$ cat config.mk
export PLATFORM = sky130hd
export DESIGN_NAME = contador_4bits_up
export DESIGN_NICKNAME = d
export VERILOG_FILES = /design/src/rtl/contador_4bits_up_pkg.sv /design/src/rtl/contador_4bits_up_prescaler_tick.sv /design/src/rtl/contador_4bits_up.sv
export SDC_FILE = /design/constraint.sdc
export NUM_CORES = 1
export LEC_CHECK = 0
export CORE_ASPECT_RATIO = 0.7
export CORE_UTILIZATION = 44
export DETAILED_ROUTE_END_ITERATION = 12
export PLACE_DENSITY = 0.6
export RECOVER_POWER = 50
export SETUP_SLACK_MARGIN = 0.02
export SYNTH_ARGS = -nofsm -noshare
export SYNTH_HDL_FRONTEND = slang
export SYNTH_SLANG_ARGS = --single-unit
$ cat constraint.sdc
create_clock -name clk -period 6.1 [get_ports clk]
set_clock_uncertainty 0.05 [all_clocks]
set_input_delay 1.22 -clock clk [delete_from_list [all_inputs] [get_ports clk]]
set_output_delay 1.22 -clock clk [all_outputs]
set_load 0.05 [all_outputs]
$ cat src/rtl/contador_4bits_up_pkg.sv
// Shared state encoding and count width for the terminal-count up counter.
package contador_4bits_up_pkg;

  localparam int COUNT_W = 4;

  typedef enum logic [1:0] {
    ST_IDLE = 2'd0,
    ST_RUN  = 2'd1,
    ST_HOLD = 2'd2,
    ST_DONE = 2'd3
  } state_t;

endpackage

$ cat src/rtl/contador_4bits_up_prescaler_tick.sv
// Divides the system clock into one-cycle count ticks; freezes when not enabled.
module prescaler_tick #(
  parameter int CLK_DIV = 50000000
) (
  input  logic clk,
  input  logic reset,
  input  logic clear,
  input  logic enable,
  output logic tick
);

  localparam int PRE_W = (CLK_DIV > 1) ? $clog2(CLK_DIV) : 1;
  localparam logic [PRE_W-1:0] PRE_LAST = PRE_W'(CLK_DIV - 1);

  logic [PRE_W-1:0] pre_cnt;

  // Tick is only meaningful while enabled, so a frozen prescaler never fires.
  assign tick = enable & (pre_cnt == PRE_LAST);

  always_ff @(posedge clk) begin
    if (reset || clear) begin
      pre_cnt <= '0;
    end else if (enable) begin
      if (tick) pre_cnt <= '0;
      else      pre_cnt <= pre_cnt + PRE_W'(1);
    end
  end

endmodule

$ cat src/rtl/contador_4bits_up.sv
// 4-bit up counter: counts prescaled ticks from 0 to a start-latched limit, then holds.
module contador_4bits_up
  import contador_4bits_up_pkg::*;
#(
  parameter int CLK_DIV = 50000000
) (
  input  logic               clk,
  input  logic               reset,
  input  logic [COUNT_W-1:0] limit,
  input  logic               start,
  input  logic               pause,
  output logic [COUNT_W-1:0] count,
  output logic               running,
  output logic               done
);

  state_t             state, state_nxt;
  logic [COUNT_W-1:0] count_nxt;
  logic [COUNT_W-1:0] limit_q, limit_nxt;
  logic               start_q;
  logic               start_rise;
  logic               pre_en;
  logic               tick;

  assign start_rise = start & ~start_q;
  // The prescaler advances only in an uninterrupted RUN cycle, so pause freezes the partial interval.
  assign pre_en     = (state == ST_RUN) & ~pause & ~start_rise;

  prescaler_tick #(
    .CLK_DIV(CLK_DIV)
  ) u_prescaler (
    .clk   (clk),
    .reset (reset),
    .clear (start_rise),
    .enable(pre_en),
    .tick  (tick)
  );

  always_comb begin
    state_nxt = state;
    count_nxt = count;
    limit_nxt = limit_q;
    if (start_rise) begin
      limit_nxt = limit;
      count_nxt = '0;
      state_nxt = ST_RUN;
    end else begin
      case (state)
        ST_RUN: begin
          if (pause) begin
            state_nxt = ST_HOLD;
          end else if (tick) begin
            if (count == limit_q) state_nxt = ST_DONE;
            else                  count_nxt = count + COUNT_W'(1);
          end
        end
        ST_HOLD: begin
          if (!pause) state_nxt = ST_RUN;
        end
        default: ;
      endcase
    end
  end

  always_ff @(posedge clk) begin
    if (reset) begin
      state   <= ST_IDLE;
      count   <= '0;
      limit_q <= '0;
      start_q <= 1'b0;
    end else begin
      state   <= state_nxt;
      count   <= count_nxt;
      limit_q <= limit_nxt;
      start_q <= start;
    end
  end

  assign running = (state == ST_RUN);
  assign done    = (state == ST_DONE);

endmodule

==> results of run 1 <==
state kept, by name (all words and copies together), names as in the netlist:
| signal | flops |
|---|---|
| count | 4 |
| limit_q | 4 |
| start_q | 1 |
| state | 2 |
| u_prescaler.pre_cnt | 26 |
worst min path at each step:
stage                     startpoint         end  slack (ps)  depth (start not counted)
final                     limit_q[3]  limit_q[3]         420                          2
after global routing      limit_q[0]  limit_q[0]         450                          2
after CTS                 limit_q[3]  limit_q[3]         420                          2
after detailed placement  limit_q[3]  limit_q[3]         410                          2
after global placement    limit_q[1]  limit_q[1]         410                          2
after floorplan           limit_q[0]  limit_q[0]         390                          2
power groups by stage:
stage | clock [uW] | combinational, uW | sequential (uW)
floorplan | 0 | 16.5 | 251
global placement | 0 | 24.1 | 252
detailed placement | 0 | 24.9 | 252
CTS | 176 | 25.1 | 246
global route | 186 | 27.1 | 247
finish | 173 | 24.1 | 246
cell usage after synthesis (2+ instances only):
master	n	area [um^2]
a21o_1	3	22.5
a21oi_1	12	60.1
and2_1	2	12.5
and4_1	4	35.0
buf_6	2	22.5
clkbuf_1	7	26.3
dfxtp_1	37	741
ha_1	2	25.0
inv_1	6	22.5
nand2_1	21	78.8
nand2b_1	3	18.8
nand3_1	9	45.0
nand4_1	9	56.3
nor2_1	31	116
nor2b_1	4	25.0
nor3_1	8	40.0
nor4_1	5	31.3
o21ai_0	3	15.0
or3_1	2	12.5
or4_1	6	45.0
xnor2_1	17	149
xor2_1	8	70.1
routing by layer:
metal / vias to the layer above / global-route usage, % / routed length, um
met3: 7 / 5.41 / 140
li1: 773 / - / -
met4: 0 / 8.31 / 61
met2: 29 / 28.8 / 1640
met5: - / 0 / 0
met1: 723 / 26.6 / 2000
area by class of cell:
class | count | area, um^2 | share of cell area [%]
inverters | 6 | 22.5 | 1.10
well taps | 52 | 65.1 | 3.19
clock buffers | 7 | 86.3 | 4.23
multi-input cells | 164 | 997 | 48.8
flip-flops and latches | 37 | 741 | 36.3
repair buffers | 13 | 130 | 6.37
worst max-delay path: cells and delay by family:
family,cells,cell delay [ps]
AND/OR/NAND/NOR,4,1780
buffers and inverters,1,580
multiplexers,1,230
per-stage QoR:
step / total power (uW) / hold slack (ps) / setup slack, ps
final: 443 / 421 / 2380
after global routing: 460 / 448 / 2230
after CTS: 447 / 424 / 2640
after detailed placement: 277 / 414 / 2330
after global placement: 276 / 410 / 2410
after floorplan: 268 / 393 / 2910
cell families after synthesis:
logic type,count (synthesis),share of synthesized area [%]
and+or+nand+nor,111,32.4
adders and majority gates,3,1.93
DFF,37,40.7
xor gates and xnor gates,25,12.0
AOI/OAI and AO/OA,24,8.12
buffers and inverters,16,4.20
muxes,1,0.551
==> impl_metrics.py, run 1 <==
metrics = {
    "outcome": {
        "outcome": "finished clean",
    },
    "synthesis": {
        "synth_cell_types": 38,
        "synthesis.area_mm2": 0.00182,
        "synthArstFlopShare_pct": 0,
        "synth_warnings": 0,
        "syn_avg_cell_area_um2": 8.38,
        "seq_area_frac_synth_pct": 40.7,
        "syn_nets": 227,
        "syn_inst": 217,
        "synth_flop_cell": "dfxtp_1",
        "synth_edf_count": 0,
        "synth_seq_cells": 37,
    },
    "die": {
        "die_y_um": 55.8,
        "placementRows": 19,
        "ios": 14,
        "fp.dieW_um": 78.8,
        "start_util_pct": 46.1,
        "dieArea_mm2": 0.00440,
        "coreArea_mm2": 0.00395,
    },
    "sta": {
        "fmax_mhz": 269,
        "finalHoldViolCount": 0,
        "fin_crit_sh_pct": 60.9,
        "rsz0062_at_grt": "false",
        "relSlewSlack_pct": 46.7,
        "period_needed_ps": 3720,
        "setup_violations": 0,
        "slew_viol_final": 0,
        "tightest_slew_ps": 792,
        "setup_tns_ps": 0,
    },
    "layout": {
        "n_fill_cell": 374,
        "fin_util_pct": 51.7,
        "layout_common_cells": "dfxtp_1 (37), nor2_1 (31), nand2_1 (21)",
        "drive_above_1_share_pct": 3.96,
        "syn2layout_area_growth_pct": 12.3,
        "fin_area_mm2": 0.00204,
        "layout_commonest_cell": "dfxtp_1",
        "final_nets": 237,
        "fin_cells": 279,
        "diodes": 0,
    },
    "flow_run": {
        "maxCapViolCount": 0,
    },
    "worst_setup_path": {
        "rr_worst_depth": 5,
        "reg2reg_to": "count[1]",
        "r2r_start": "state[0]",
        "cpPeakStageDelay_ps": 730,
        "crit_path_end": "count[1]",
        "crit_path_start_kind": "input pin",
        "cp_cell_sequence": "dlygate4sd3_1, or3b_1, or4_1, nor4b_4, mux2i_1, nor2_1",
        "crit_type": "in -> reg",
        "worstSetupStartpoint": "pause",
        "arrival_ps": 3820,
        "crit_path_max_fanout": 10,
        "required_ps": 6200,
        "endpoint_kind": "flip-flop",
        "r2r_slack_ps": 3530,
        "cp_slowest_cell": "or4_1",
    },
    "routing": {
        "wire_per_inst_um": 13.8,
        "via_per_inst": 5.49,
        "ant_nets": 0,
        "drc": 0,
        "drt_iter0_markers": 88,
        "drtPass1Iterations": 4,
        "vias": 1532,
        "wl_um": 3840,
    },
    "placement": {
        "dpl.cell_count": 272,
        "portBuffers": 13,
        "hpwl_um": 2850,
        "gp_congestion": 0.877,
        "place_area_mm2": 0.00196,
    },
    "clock_network": {
        "cts_resized": 0,
        "ctsHtreeMaxLevel": 2,
        "clk_pin_slew_worst_paths_ps": 70,
        "cts-root-buf": "clkbuf_8",
        "cts.sinks": 37,
        "post_cts_buffers": 0,
        "clkLatencyLatePin_ps": 280,
        "cts_tree": "built",
        "cts_made_buffers": 5,
        "clockBufferDepth": 2,
        "hold_buffers": 0,
    },
    "power_and_ir_drop": {
        "p_switching_uw": 99.5,
        "intPower_uw": 344,
        "p_per_area_mw_per_mm2": 217,
        "pwr-share-seq_pct": 55.6,
        "peakVddDrop_uv": 106,
        "power_leakage_uw": 0.000654,
        "pwr-share-clk_pct": 39.0,
        "p_comb_share_pct": 5.4,
        "swShare_pct": 22.5,
    },
    "min_path": {
        "hold_class": "reg -> reg",
    },
    "global_route": {
        "antenna_found_initial": 0,
        "grt_pass1_wl_um": 6570,
        "grt_start_max_net_pins": 17,
        "overflow": 0,
        "grt_util_all_layers_pct": 19.5,
        "grt_pass1_vias": 1458,
    },
}
Power figures use the tool's default switching activity.
==> run 2: changes to the inputs <==
==> constraint.sdc (replaced) <==
create_clock -name clk -period 3.7 [get_ports clk]
set_clock_uncertainty 0.05 [all_clocks]
set_input_delay 0.74 -clock clk [delete_from_list [all_inputs] [get_ports clk]]
set_output_delay 0.74 -clock clk [all_outputs]
set_load 0.05 [all_outputs]
==> impl_metrics.py, run 2 (same netlist as run 1, synthesis figures left out) <==
metrics = {
    "die": {
        "coreArea_mm2": 0.00395,
        "die_y_um": 55.8,
        "start_util_pct": 46.1,
        "dieArea_mm2": 0.00440,
        "ios": 14,
        "placementRows": 19,
        "fp.dieW_um": 78.8,
    },
    "sta": {
        "setup_violations": 0,
        "rsz0062_at_grt": "false",
        "period_needed_ps": 3230,
        "setup_slack_ps": 474,
        "tightest_slew_ps": 648,
        "slew_viol_final": 0,
        "fin_crit_sh_pct": 87.2,
        "relSlewSlack_pct": 56.7,
        "fmax_mhz": 310,
        "setup_tns_ps": 0,
        "finalHoldViolCount": 0,
    },
    "power_and_ir_drop": {
        "p_per_area_mw_per_mm2": 351,
        "swShare_pct": 23.8,
        "p_comb_share_pct": 5.6,
        "p_switching_uw": 172,
        "pwr-share-seq_pct": 56.2,
        "peakVddDrop_uv": 198,
        "intPower_uw": 550,
        "power_leakage_uw": 0.000666,
        "pwr-share-clk_pct": 38.1,
    },
    "global_route": {
        "grt_pass1_vias": 1510,
        "grt_start_max_net_pins": 17,
        "overflow": 0,
        "antenna_found_initial": 0,
        "grt_pass1_wl_um": 7000,
        "grt_util_all_layers_pct": 20.5,
    },
    "worst_setup_path": {
        "crit_path_end": "count[1]",
        "r2r_start": "state[1]",
        "r2r_slack_ps": 1130,
        "required_ps": 3830,
        "cp_cell_sequence": "dlygate4sd3_1, or3b_1, or4_1, nor4b_4, mux2i_1, nor2_1",
        "reg2reg_to": "count[1]",
        "crit_type": "in -> reg",
        "cp.depth": 6,
        "rr_worst_depth": 5,
        "arrival_ps": 3350,
        "cp_top_family": "simple AND/OR/NAND/NOR gates",
        "cp_slowest_cell": "or4_1",
        "cpPeakStageDelay_ps": 730,
        "crit_path_start_kind": "input pin",
        "endpoint_kind": "flip-flop",
        "critPathBufInv": 1,
        "crit_path_max_fanout": 10,
        "worstSetupStartpoint": "pause",
    },
    "layout": {
        "diodes": 0,
        "layout_commonest_cell": "dfxtp_1",
        "largest_register_ffs": 26,
        "final_nets": 240,
        "drive_above_1_share_pct": 5.19,
        "syn2layout_area_growth_pct": 13.1,
        "regMostFlops": "u_prescaler.pre_cnt",
        "layout_common_cells": "dfxtp_1 (37), nor2_1 (31), nand2_1 (21)",
        "top_regs": "u_prescaler.pre_cnt x26, count x4, limit_q x4",
    },
    "placement": {
        "pre_cts_ws_ps": 430,
        "portBuffers": 13,
        "hpwl_um": 2830,
        "gp_congestion": 0.878,
    },
    "outcome": {
        "outcome": "finished clean",
    },
    "clock_network": {
        "cts_tree": "built",
        "cts_resized": 0,
        "cts_made_buffers": 5,
        "clk_pin_slew_worst_paths_ps": 70,
        "post_cts_buffers": 0,
        "cts-root-buf": "clkbuf_8",
        "ctsHtreeMaxLevel": 2,
        "clkLatencyLatePin_ps": 290,
        "clockBufferDepth": 2,
        "hold_buffers": 0,
        "cts.sinks": 37,
    },
    "flow_run": {
        "maxCapViolCount": 0,
    },
    "routing": {
        "ant_nets": 0,
        "drc": 0,
        "drt_iter0_markers": 73,
        "drtPass1Iterations": 4,
        "vias": 1521,
        "via_per_inst": 5.37,
        "wl_um": 3810,
        "wire_per_inst_um": 13.4,
    },
    "min_path": {
        "hold_class": "reg -> reg",
    },
}
[run 2: changes by cell type in the layout (fill, tap and decap cells not counted)]
cell	delta
buf_4	+2
clkbuf_1	+1
clkbuf_8	-1
clkinv_2	+2
[run 2: metal layers]
metal	vias up	global-route usage [%]	share of wire, %
met4	0	7.79	1.3
met3	7	5.41	2.8
met1	720	28.5	54
met5	-	0	0
met2	15	30.4	42
li1	779	-	-
[run 2: worst register-to-register path, delay by kind of cell (launching register included)]
| kind | cells | cell delay [ps] |
|---|---|---|
| DFF | 1 | 360 |
| muxes | 1 | 240 |
| and+or+nand+nor | 4 | 1820 |
[run 2: metrics by stage]
stage	hold slack, ps	utilization, %	power (uW)	instance area (um^2)	cells
floorplan	393	-	442	1820	217
global placement	410	50.2	456	1980	275
detailed placement	415	50.2	457	1980	275
CTS	425	52.3	728	2060	283
global route	462	52.1	755	2060	283
finish	425	52.1	722	2060	283
[run 2: worst min-delay path by stage]
stage	cells after the start	endpoint	from	slack, ps
after floorplan	2	limit_q[0]	limit_q[0]	390
after global placement	2	limit_q[1]	limit_q[1]	410
after detailed placement	2	limit_q[3]	limit_q[3]	420
after CTS	2	limit_q[3]	limit_q[3]	420
after global routing	2	limit_q[0]	limit_q[0]	460
final	2	limit_q[3]	limit_q[3]	420
[run 2: power groups by stage]
| stage | Clock (uW) | Combinational (uW) | Sequential [uW] |
|---|---|---|---|
| floorplan | 0 | 27.2 | 414 |
| global placement | 0 | 40.8 | 415 |
| detailed placement | 0 | 42.1 | 415 |
| CTS | 280 | 42.2 | 406 |
| global route | 303 | 45.2 | 407 |
| finish | 275 | 40.6 | 406 |
[run 2: final cells by class]
| type | instances | area (um^2) |
|---|---|---|
| multi-input cells | 164 | 997 |
| clock inverters | 2 | 10.0 |
| repair buffers | 16 | 149 |
| clock buffers | 6 | 72.6 |
| well taps | 52 | 65.1 |
| inverters | 6 | 22.5 |
| fillers | 401 | 1890 |
| flip-flops and latches | 37 | 741 |
==> run 3: changes to the inputs <==
--- a/config.mk
+++ b/config.mk
@@ -10,6 +10,7 @@
 export DETAILED_ROUTE_END_ITERATION = 12
 export PLACE_DENSITY = 0.6
 export RECOVER_POWER = 50
+export REMOVE_ABC_BUFFERS = 1
 export SETUP_SLACK_MARGIN = 0.02
 export SYNTH_ARGS = -nofsm -noshare
 export SYNTH_HDL_FRONTEND = slang
==> impl_metrics.py, run 3 (same netlist as run 1, synthesis figures left out) <==
metrics = {
    "layout": {
        "layout_commonest_cell": "dfxtp_1",
        "register_area_um2": 741,
        "layout_common_cells": "dfxtp_1 (37), nor2_1 (31), nand2_1 (21)",
        "final_nets": 240,
        "fin_cells": 282,
        "regMostFlops": "u_prescaler.pre_cnt",
        "n_fill_cell": 401,
        "top_regs": "u_prescaler.pre_cnt x26, count x4, limit_q x4",
        "diodes": 0,
        "fin_area_mm2": 0.00206,
        "largest_register_ffs": 26,
        "syn2layout_area_growth_pct": 13.4,
        "multi_input_area_um2": 997,
        "drive_above_1_share_pct": 4.78,
    },
    "power_and_ir_drop": {
        "p_switching_uw": 160,
        "peakVddDrop_uv": 216,
        "p_total_uw": 727,
        "intPower_uw": 568,
        "power_leakage_uw": 0.000665,
        "p_per_area_mw_per_mm2": 353,
        "pwr-share-clk_pct": 38.6,
        "p_comb_share_pct": 5.5,
        "swShare_pct": 22.0,
        "pwr-share-seq_pct": 55.8,
    },
    "worst_setup_path": {
        "endpoint_kind": "flip-flop",
        "rr_worst_depth": 5,
        "required_ps": 3820,
        "crit_type": "in -> reg",
        "arrival_ps": 3330,
        "r2r_slack_ps": 1140,
        "r2r_start": "state[0]",
        "reg2reg_to": "count[1]",
        "crit_path_max_fanout": 10,
        "crit_path_start_kind": "input pin",
    },
    "placement": {
        "dpl.cell_count": 275,
        "portBuffers": 13,
        "hpwl_um": 2710,
        "pre_cts_ws_ps": 451,
        "place_area_mm2": 0.00198,
        "gp_congestion": 0.827,
    },
    "clock_network": {
        "post_cts_buffers": 0,
        "clk_pin_slew_worst_paths_ps": 70,
        "cts.sinks": 37,
        "hold_buffers": 0,
        "cts-root-buf": "clkbuf_8",
        "clockBufferDepth": 2,
        "cts_tree": "built",
        "ctsHtreeMaxLevel": 2,
        "clkLatencyLatePin_ps": 280,
        "cts_resized": 0,
        "cts_made_buffers": 5,
    },
    "die": {
        "placementRows": 19,
        "coreArea_mm2": 0.00395,
        "die_y_um": 55.8,
        "start_util_pct": 46.1,
        "ios": 14,
        "fp.dieW_um": 78.8,
        "dieArea_mm2": 0.00440,
    },
    "global_route": {
        "antenna_found_initial": 0,
        "grt_util_all_layers_pct": 19.0,
        "overflow": 0,
        "grt_start_max_net_pins": 17,
        "grt_pass1_wl_um": 6390,
        "grt_pass1_vias": 1379,
    },
    "routing": {
        "ant_nets": 0,
        "via_per_inst": 5.48,
        "drtPass1Iterations": 4,
        "wl_um": 3630,
        "vias": 1546,
        "drt_iter0_markers": 70,
        "wire_per_inst_um": 12.9,
        "drc": 0,
    },
    "min_path": {
        "holdPathStages": 2,
        "min_from": "limit_q[0]",
        "min_to": "limit_q[0]",
        "hold_class": "reg -> reg",
    },
    "sta": {
        "rsz0062_at_grt": "false",
        "setup_violations": 0,
        "slew_viol_final": 0,
        "fmax_mhz": 312,
        "finalHoldViolCount": 0,
        "fin_crit_sh_pct": 86.6,
        "setup_slack_ps": 497,
        "period_needed_ps": 3200,
        "relSlewSlack_pct": 57.2,
        "setup_tns_ps": 0,
        "tightest_slew_ps": 641,
    },
    "outcome": {
        "outcome": "finished clean",
    },
    "flow_run": {
        "maxCapViolCount": 0,
    },
}
==> run 3: metal layers <==
| metal | vias to the layer above | GRT usage [%] | wire length (um) |
|---|---|---|---|
| met2 | 35 | 27.1 | 1530 |
| met5 | - | 0 | 0 |
| met4 | 0 | 6.23 | 45 |
| li1 | 779 | - | - |
| met3 | 5 | 5.41 | 206 |
| met1 | 727 | 27.3 | 1850 |
==> run 3: area by class of cell <==
cell class / count / share of cell area [%]
Multi-Input combinational cell: 164 / 48.4
Clock buffer: 7 / 4.19
Inverter: 6 / 1.09
Timing Repair Buffer: 16 / 7.23
Tap cell: 52 / 3.16
Sequential cell: 37 / 35.9
==> run 3: worst max path at each step <==
stage               cells past startpoint        to   from
CTS                                     6  count[1]  pause
detailed placement                      6  count[1]  pause
finish                                  6  count[1]  pause
global route                            6  count[1]  pause
floorplan                               5  count[1]  pause
global placement                        6  count[1]  pause
==> run 3: per-stage QoR <==
stage	util, %	hold slack [ps]
finish	52.2	419
global route	52.2	441
CTS	52.4	422
detailed placement	50.2	412
global placement	50.2	411
floorplan	-	393
==> run 3: power by group through the flow <==
stage	clock network, uW	registers [uW]	logic, uW
6_report	281	406	40.2
5_1_grt	309	407	44.2
4_1_cts	290	406	41.5
3_5_place_dp	0	415	41.4
3_3_place_gp	0	415	40.9
2_1_floorplan	0	414	24.3
==> run 3: critical path, stage by stage <==
cell and delay, ps:
dlygate4sd3_1 580, or3b_1 480, or4_1 730, nor4b_4 510, mux2i_1 240, nor2_1 50
